$ cat src/rtl/rgbled_rx.sv
// rgbled_rx: one-wire NRZ RGB LED protocol receiver.
// Samples an asynchronous serial line and classifies each high pulse as a 0 or 1 bit.
// Bits are assembled into 24-bit GRB words, with the first bit received at [23].
// Detects the inter-frame latch gap and flags glitch, stuck-high and partial-word errors.
//
// Ports:
//   clk_sys_i    system clock
//   rst_sys_ni   asynchronous active-low reset
//   din_i        serial line, asynchronous to clk_sys_i
//   clr_i        single-cycle clear of the sticky flags
//   data_o       decoded word (first bit at [23])
//   valid_o      data_o holds an unconsumed word
//   ready_i      consumer accepts the word
//   latch_o      one-cycle pulse when a latch gap is detected
//   overflow_o   sticky, a completed word was dropped
//   error_o      sticky, glitch / stuck-high / partial-word event
//   word_count_o completed words since the last latch (present only with the macro)
//
// Optional feature macro: RGBLED_RX_WORD_COUNT_EN adds word_count_o.
module rgbled_rx #(
  parameter int unsigned SysClkFreq      = 40_000_000,
  // Rounded divisions: the divisors are themselves rounded pulse periods.
  parameter int unsigned BitThreshCycles = (SysClkFreq + 833_333) / 1_666_667,
  parameter int unsigned MinHighCycles   = (SysClkFreq + 3_333_333) / 6_666_667,
  parameter int unsigned MaxHighCycles   = (SysClkFreq + 333_333) / 666_667,
  parameter int unsigned LatchCycles     = (SysClkFreq + 10_000) / 20_000
) (
  input  logic        clk_sys_i,
  input  logic        rst_sys_ni,
  input  logic        din_i,
  input  logic        clr_i,
  output logic [23:0] data_o,
  output logic        valid_o,
  input  logic        ready_i,
  output logic        latch_o,
  output logic        overflow_o,
  output logic        error_o
`ifdef RGBLED_RX_WORD_COUNT_EN
  ,
  output logic [7:0]  word_count_o
`endif
);

  localparam int unsigned CntW     = $clog2(LatchCycles + 1);
  localparam int unsigned WordBits = 24;

  typedef enum logic [1:0] {
    S_WAIT_LATCH = 2'd0,
    S_IDLE       = 2'd1,
    S_HIGH       = 2'd2
  } state_e;

  state_e                r_state, w_state_n;
  logic [2:0]            r_sync;
  logic [CntW-1:0]       r_cnt, w_cnt_n, w_cnt_inc;
  logic [CntW-1:0]       r_bitcnt, w_bitcnt_n;
  logic [WordBits-2:0]   r_shift, w_shift_n;
  logic [WordBits-1:0]   r_data, w_data_n;
  logic                  r_valid, w_valid_n;
  logic                  r_latch, w_latch_n;
  logic                  r_overflow, w_overflow_n;
  logic                  r_error, w_error_n;
  logic                  w_din_s, w_rise, w_fall, w_bit;
`ifdef RGBLED_RX_WORD_COUNT_EN
  logic                  w_word_done;
`endif

  // Two synchroniser flops, third flop for edge detection
  assign w_din_s = r_sync[1];
  assign w_rise  = r_sync[1] & ~r_sync[2];
  assign w_fall  = ~r_sync[1] & r_sync[2];

  // Shared run-length counter saturates at LatchCycles
  assign w_cnt_inc = (r_cnt == CntW'(LatchCycles)) ? r_cnt : r_cnt + CntW'(1);

  // Next-state, decode and flag logic
  always_comb begin
    w_state_n    = r_state;
    w_cnt_n      = r_cnt;
    w_bitcnt_n   = r_bitcnt;
    w_shift_n    = r_shift;
    w_data_n     = r_data;
    w_valid_n    = r_valid;
    w_latch_n    = 1'b0;
    w_overflow_n = clr_i ? 1'b0 : r_overflow;
    w_error_n    = clr_i ? 1'b0 : r_error;
    w_bit        = 1'b0;
`ifdef RGBLED_RX_WORD_COUNT_EN
    w_word_done  = 1'b0;
`endif

    if (r_valid && ready_i) w_valid_n = 1'b0;

    unique case (r_state)
      S_WAIT_LATCH: begin
        if (w_din_s) begin
          w_cnt_n = '0;
        end else begin
          w_cnt_n = w_cnt_inc;
          if (w_cnt_inc == CntW'(LatchCycles)) begin
            w_latch_n  = 1'b1;
            w_bitcnt_n = '0;
            w_state_n  = S_IDLE;
          end
        end
      end

      S_IDLE: begin
        if (w_rise) begin
          w_cnt_n   = CntW'(1);
          w_state_n = S_HIGH;
        end else if (!w_din_s) begin
          w_cnt_n = w_cnt_inc;
          // Pulse only on the cycle the count first reaches the gap length
          if (r_cnt != CntW'(LatchCycles) && w_cnt_inc == CntW'(LatchCycles)) begin
            w_latch_n = 1'b1;
            if (r_bitcnt != '0) begin
              w_error_n  = 1'b1;
              w_bitcnt_n = '0;
            end
          end
        end
      end

      S_HIGH: begin
        if (w_fall) begin
          w_cnt_n = CntW'(1);
          if (r_cnt < CntW'(MinHighCycles)) begin
            w_error_n  = 1'b1;
            w_bitcnt_n = '0;
            w_state_n  = S_WAIT_LATCH;
          end else begin
            w_bit     = (r_cnt >= CntW'(BitThreshCycles));
            w_shift_n = {r_shift[WordBits-3:0], w_bit};
            w_state_n = S_IDLE;
            if (r_bitcnt == CntW'(WordBits - 1)) begin
              w_bitcnt_n = '0;
`ifdef RGBLED_RX_WORD_COUNT_EN
              w_word_done = 1'b1;
`endif
              // Load only if the holding register is free or being consumed now
              if (!r_valid || ready_i) begin
                w_data_n  = {r_shift, w_bit};
                w_valid_n = 1'b1;
              end else begin
                w_overflow_n = 1'b1;
              end
            end else begin
              w_bitcnt_n = r_bitcnt + CntW'(1);
            end
          end
        end else if (w_din_s) begin
          w_cnt_n = w_cnt_inc;
          if (w_cnt_inc > CntW'(MaxHighCycles)) begin
            w_error_n  = 1'b1;
            w_bitcnt_n = '0;
            w_cnt_n    = '0;
            w_state_n  = S_WAIT_LATCH;
          end
        end
      end

      default: begin
        w_state_n = S_WAIT_LATCH;
        w_cnt_n   = '0;
      end
    endcase
  end

  // State and output registers
  always_ff @(posedge clk_sys_i or negedge rst_sys_ni) begin
    if (!rst_sys_ni) begin
      r_sync     <= '0;
      r_state    <= S_WAIT_LATCH;
      r_cnt      <= '0;
      r_bitcnt   <= '0;
      r_shift    <= '0;
      r_data     <= '0;
      r_valid    <= 1'b0;
      r_latch    <= 1'b0;
      r_overflow <= 1'b0;
      r_error    <= 1'b0;
    end else begin
      r_sync     <= {r_sync[1:0], din_i};
      r_state    <= w_state_n;
      r_cnt      <= w_cnt_n;
      r_bitcnt   <= w_bitcnt_n;
      r_shift    <= w_shift_n;
      r_data     <= w_data_n;
      r_valid    <= w_valid_n;
      r_latch    <= w_latch_n;
      r_overflow <= w_overflow_n;
      r_error    <= w_error_n;
    end
  end

  assign data_o     = r_data;
  assign valid_o    = r_valid;
  assign latch_o    = r_latch;
  assign overflow_o = r_overflow;
  assign error_o    = r_error;

`ifdef RGBLED_RX_WORD_COUNT_EN
  logic [7:0] r_word_count;

  // Completed-word counter, including dropped words, cleared by each latch
  always_ff @(posedge clk_sys_i or negedge rst_sys_ni) begin
    if (!rst_sys_ni) begin
      r_word_count <= '0;
    end else if (w_latch_n) begin
      r_word_count <= '0;
    end else if (w_word_done && r_word_count != 8'hFF) begin
      r_word_count <= r_word_count + 8'd1;
    end
  end

  assign word_count_o = r_word_count;
`endif

endmodule

$ cat config.mk
export PLATFORM = sky130hd
export DESIGN_NAME = rgbled_rx
export DESIGN_NICKNAME = d
export VERILOG_FILES = /design/src/rtl/rgbled_rx.sv
export SDC_FILE = /design/constraint.sdc
export NUM_CORES = 1
export LEC_CHECK = 0
export BUFFER_PORTS_ARGS = -buffer_cell sky130_fd_sc_hd__buf_2
export CORE_MARGIN = 5
export CORE_UTILIZATION = 43
export DETAILED_ROUTE_END_ITERATION = 16
export HOLD_SLACK_MARGIN = 0.03
export SLEW_MARGIN = 20
export SYNTH_ARGS = -nofsm -noshare
export SYNTH_HDL_FRONTEND = slang
export SYNTH_SLANG_ARGS = --single-unit
export TNS_END_PERCENT = 5
$ cat constraint.sdc
create_clock -name clk_sys_i -period 2.65 [get_ports clk_sys_i]
set_input_delay 0.1325 -clock clk_sys_i [delete_from_list [all_inputs] [get_ports clk_sys_i]]
set_output_delay 0.1325 -clock clk_sys_i [all_outputs]
set_load 0.05 [all_outputs]
==> impl_metrics.py <==
metrics = {
    "route": {
        "firstDrtPassIters": 4,
        "dr_total_vias": 3343,
        "routed_via_density": 5.55,
        "drtIter0Drc": 102,
        "postRouteAntennaNets": 0,
        "finalWirelength_microns": 9920,
        "drc_errors": 0,
        "wl_per_cell_microns": 16.5,
    },
    "critical_path": {
        "ff2ff_path_depth": 9,
        "cp-start-kind": "flop",
        "crit_fanout": 7,
        "crit_cells": 9,
        "required_ns": 2.89,
        "slowest_stage": "dfrtp_2",
        "critical_path.top_delay_family": "compound AO/OA/AOI/OAI gates",
        "crit_top_cell": "buf_4",
        "cp_slowest_stage_delay_ns": 0.46,
        "arrival_ns": 2.89,
        "worstSetupPathType": "flop to flop",
        "path_cells": "ha_4 -> buf_4 -> xnor2_2 -> or2_2 -> o311ai_4 -> nor3_2 -> or2_1 -> buf_4 -> o41ai_2",
        "path_buf_inv": 2,
        "worst_setup_path_end_kind": "flop",
    },
    "synthesis": {
        "netlist_top_cells_area": "dfrtp_1 48%, mux2_2 13%, o21ai_0 2.8%, ha_1 2.4%, nor2_1 2.3%",
        "ys_warn_count": 0,
        "ys_ff_latch": 78,
        "synth_cells": 389,
        "synth-seq-area-share": 0.477,
        "synth_ff_type": "dfrtp_1",
        "synth_area_leader_cell": "dfrtp_1",
        "syn_nets": 402,
        "synth.most_common_cell": "dfrtp_1",
        "async_flop_share": 1.00,
        "synth_top_area_frac": 0.477,
        "synth_edf_count": 0,
        "netlist_area_sq_um": 4090,
        "yosys.cell_types.count": 59,
        "synthTopCellsByCount": "78 x dfrtp_1, 46 x mux2_2, 25 x nor2_1",
        "syn_area_per_cell_sq_um": 10.5,
    },
    "cts": {
        "clkSinkCount": 78,
        "cts-root-buf": "clkbuf_8",
        "cts_buffers": 9,
        "clk_latency_ns": 0.35,
        "cts_buffer_depth": 2,
        "htreeDepth": 3,
        "cts_tree": "yes",
        "clkTransAtPathRegs_ns": 0.09,
    },
    "timing": {
        "slew_viol_final": 0,
        "worstMarginPinSlew_ns": 0.679,
        "hold_violations": 0,
        "final-setup-viol-count": 1,
        "max_freq_ghz": 0.377,
        "finalCriticalPeriod_ns": 2.65,
        "finalCritPeriodShare": 1.00,
        "slew_headroom": 0.547,
        "rsz0062_at_grt": "true",
        "worst_slack_ns": -0.00107,
        "skew_ns": 0.00730,
    },
    "cells_and_area": {
        "area_growth_pct": 26.4,
        "diodes": 0,
        "fillCellCount": 809,
        "nNetsFinal": 481,
        "fin_area_sq_um": 5170,
        "final_util": 0.560,
        "drive_gt1_frac": 0.381,
    },
    "floorplan": {
        "dieArea_sq_um": 11600,
        "pin_count": 33,
        "core_sq_um": 9240,
        "die_w_microns": 108,
        "initial_utilization": 0.443,
        "placementRows": 35,
        "fp.dieH_microns": 108,
    },
    "global_route": {
        "grt-ovfl-total": 0,
        "grt_max_degree": 52,
        "grtUsageMet1": 0.242,
        "grt-busiest-layer": "met2",
        "grt_pass1_vias": 3323,
        "grt_usage": 0.176,
        "grt_pass1_wl_microns": 16400,
        "antenna_found_initial": 0,
        "met2_usage": 0.279,
        "grtUsageMet3": 0.0288,
    },
    "placed_design": {
        "gp_congestion": 0.881,
        "portBuffers": 32,
        "dp_hpwl_microns": 6790,
        "postPlaceCellArea_sq_um": 4680,
    },
    "status": {
        "violations": "negative setup slack",
        "status": "finished, violations left",
    },
    "min_path": {
        "hold_depth": 3,
        "hold_class": "input port to flop",
    },
    "pwr": {
        "p_leak_nw": 2.56,
        "ir_drop_mv": 0.448,
        "power.density_nw_per_um2": 481,
        "finalPower_mw": 2.49,
    },
    "job": {
        "max_cap_viol_count": 0,
    },
}
## flip-flops by register name, indices dropped and copies added (netlist names)
signal and flops:
r_state 2, overflow_o 1, r_bitcnt 11, data_o 24
valid_o 1, error_o 1, r_cnt 11, latch_o 1
r_shift 23, r_sync 3
## per-layer routing
layer  vias up  share of wire
li1       1592              -
met1      1649           0.45
met2        84           0.48
met3        18          0.039
met4         0          0.025
met5         -              0
## final timing paths
check                                           to  slack, ns            startpoint
hold reg to reg                r_sync[1]$_DFF_PN0_       0.36   r_sync[0]$_DFF_PN0_
setup / recovery           r_bitcnt[3]$_DFFE_PN0P_     -0.001  r_cnt[0]$_DFFE_PN0P_
max in group asynchronous     r_cnt[2]$_DFFE_PN0P_       1.68            rst_sys_ni
setup reg to reg           r_bitcnt[3]$_DFFE_PN0P_     -0.001  r_cnt[0]$_DFFE_PN0P_
hold / removal                   valid_o$_DFF_PN0_       0.07               ready_i
min in group asynchronous     r_cnt[9]$_DFFE_PN0P_       0.36            rst_sys_ni
## stage by stage
stage	hold slack [ns]	setup TNS [ns]	cells	setup slack, ns
after floorplan	-0.163	0	389	0.102
after global placement	0.217	-0.111	572	-0.0423
after detailed placement	0.220	-0.394	572	-0.112
after CTS	0.0496	0	591	0.0155
after global routing	0.0907	-0.283	602	-0.0879
final	0.0671	-0.00107	602	-0.00107
## worst register-to-register path: cells and delay by family (launching register included)
family	cells	cell delay, ns
compound gates	2	0.73
xor+xnor	1	0.16
fa+ha+maj	1	0.19
flops	1	0.46
buf+inv	2	0.33
simple gates	3	0.69
## where the power goes
part | leakage (nW) | internal, mW | switching (mW)
registers | 1.08 | 1.21 | 0.0270
clock network | 0.109 | 0.458 | 0.499
logic | 1.37 | 0.139 | 0.157
total | 2.56 | 1.80 | 0.683
## timing repair
item                       4_1_cts  5_1_grt
hold endpoints to repair        52        0
buffers inserted                 0       11
pin swaps                        1       11
gates resized for setup          4       27
hold buffers                     3        0
setup endpoints to repair        5       23
## cell families after synthesis
group | Yosys count | share of synthesized area
buf+inv | 39 | 0.0419
compound gates | 88 | 0.145
xor+xnor | 4 | 0.00856
fa+ha+maj | 8 | 0.0245
mux | 47 | 0.129
flops | 78 | 0.477
simple gates | 125 | 0.174
## area by class of cell
cell class / instances / area [sq um] / area share
multi-input combinational: 272 / 2120 / 0.410
timing repair buffer: 94 / 672 / 0.130
sequential: 78 / 1960 / 0.378
clock inverter: 7 / 92.6 / 0.0179
clock buffer: 9 / 124 / 0.0239
tap: 129 / 161 / 0.0312
inverter: 13 / 48.8 / 0.00943
## placed cells by master (no fill, tap or decap), drive strengths merged, types with 3 or more instances in the layout
cell type / instances
nand3b: 6
inv: 15
nand2b: 3
and3: 12
ha: 8
nand2: 14
nand4: 5
o311ai: 5
dfrtp: 78
nor3: 7
buf: 91
a31oi: 9
a211o: 4
or4: 3
o31ai: 10
o21ai: 23
o21a: 3
clkinv: 4
dlygate4sd3: 3
nor2b: 8
or2: 3
mux2: 46
a21oi: 18
nand3: 18
clkbuf: 9
or3: 4
nor4: 6
nor2: 25
Power figures use the tool's default switching activity.
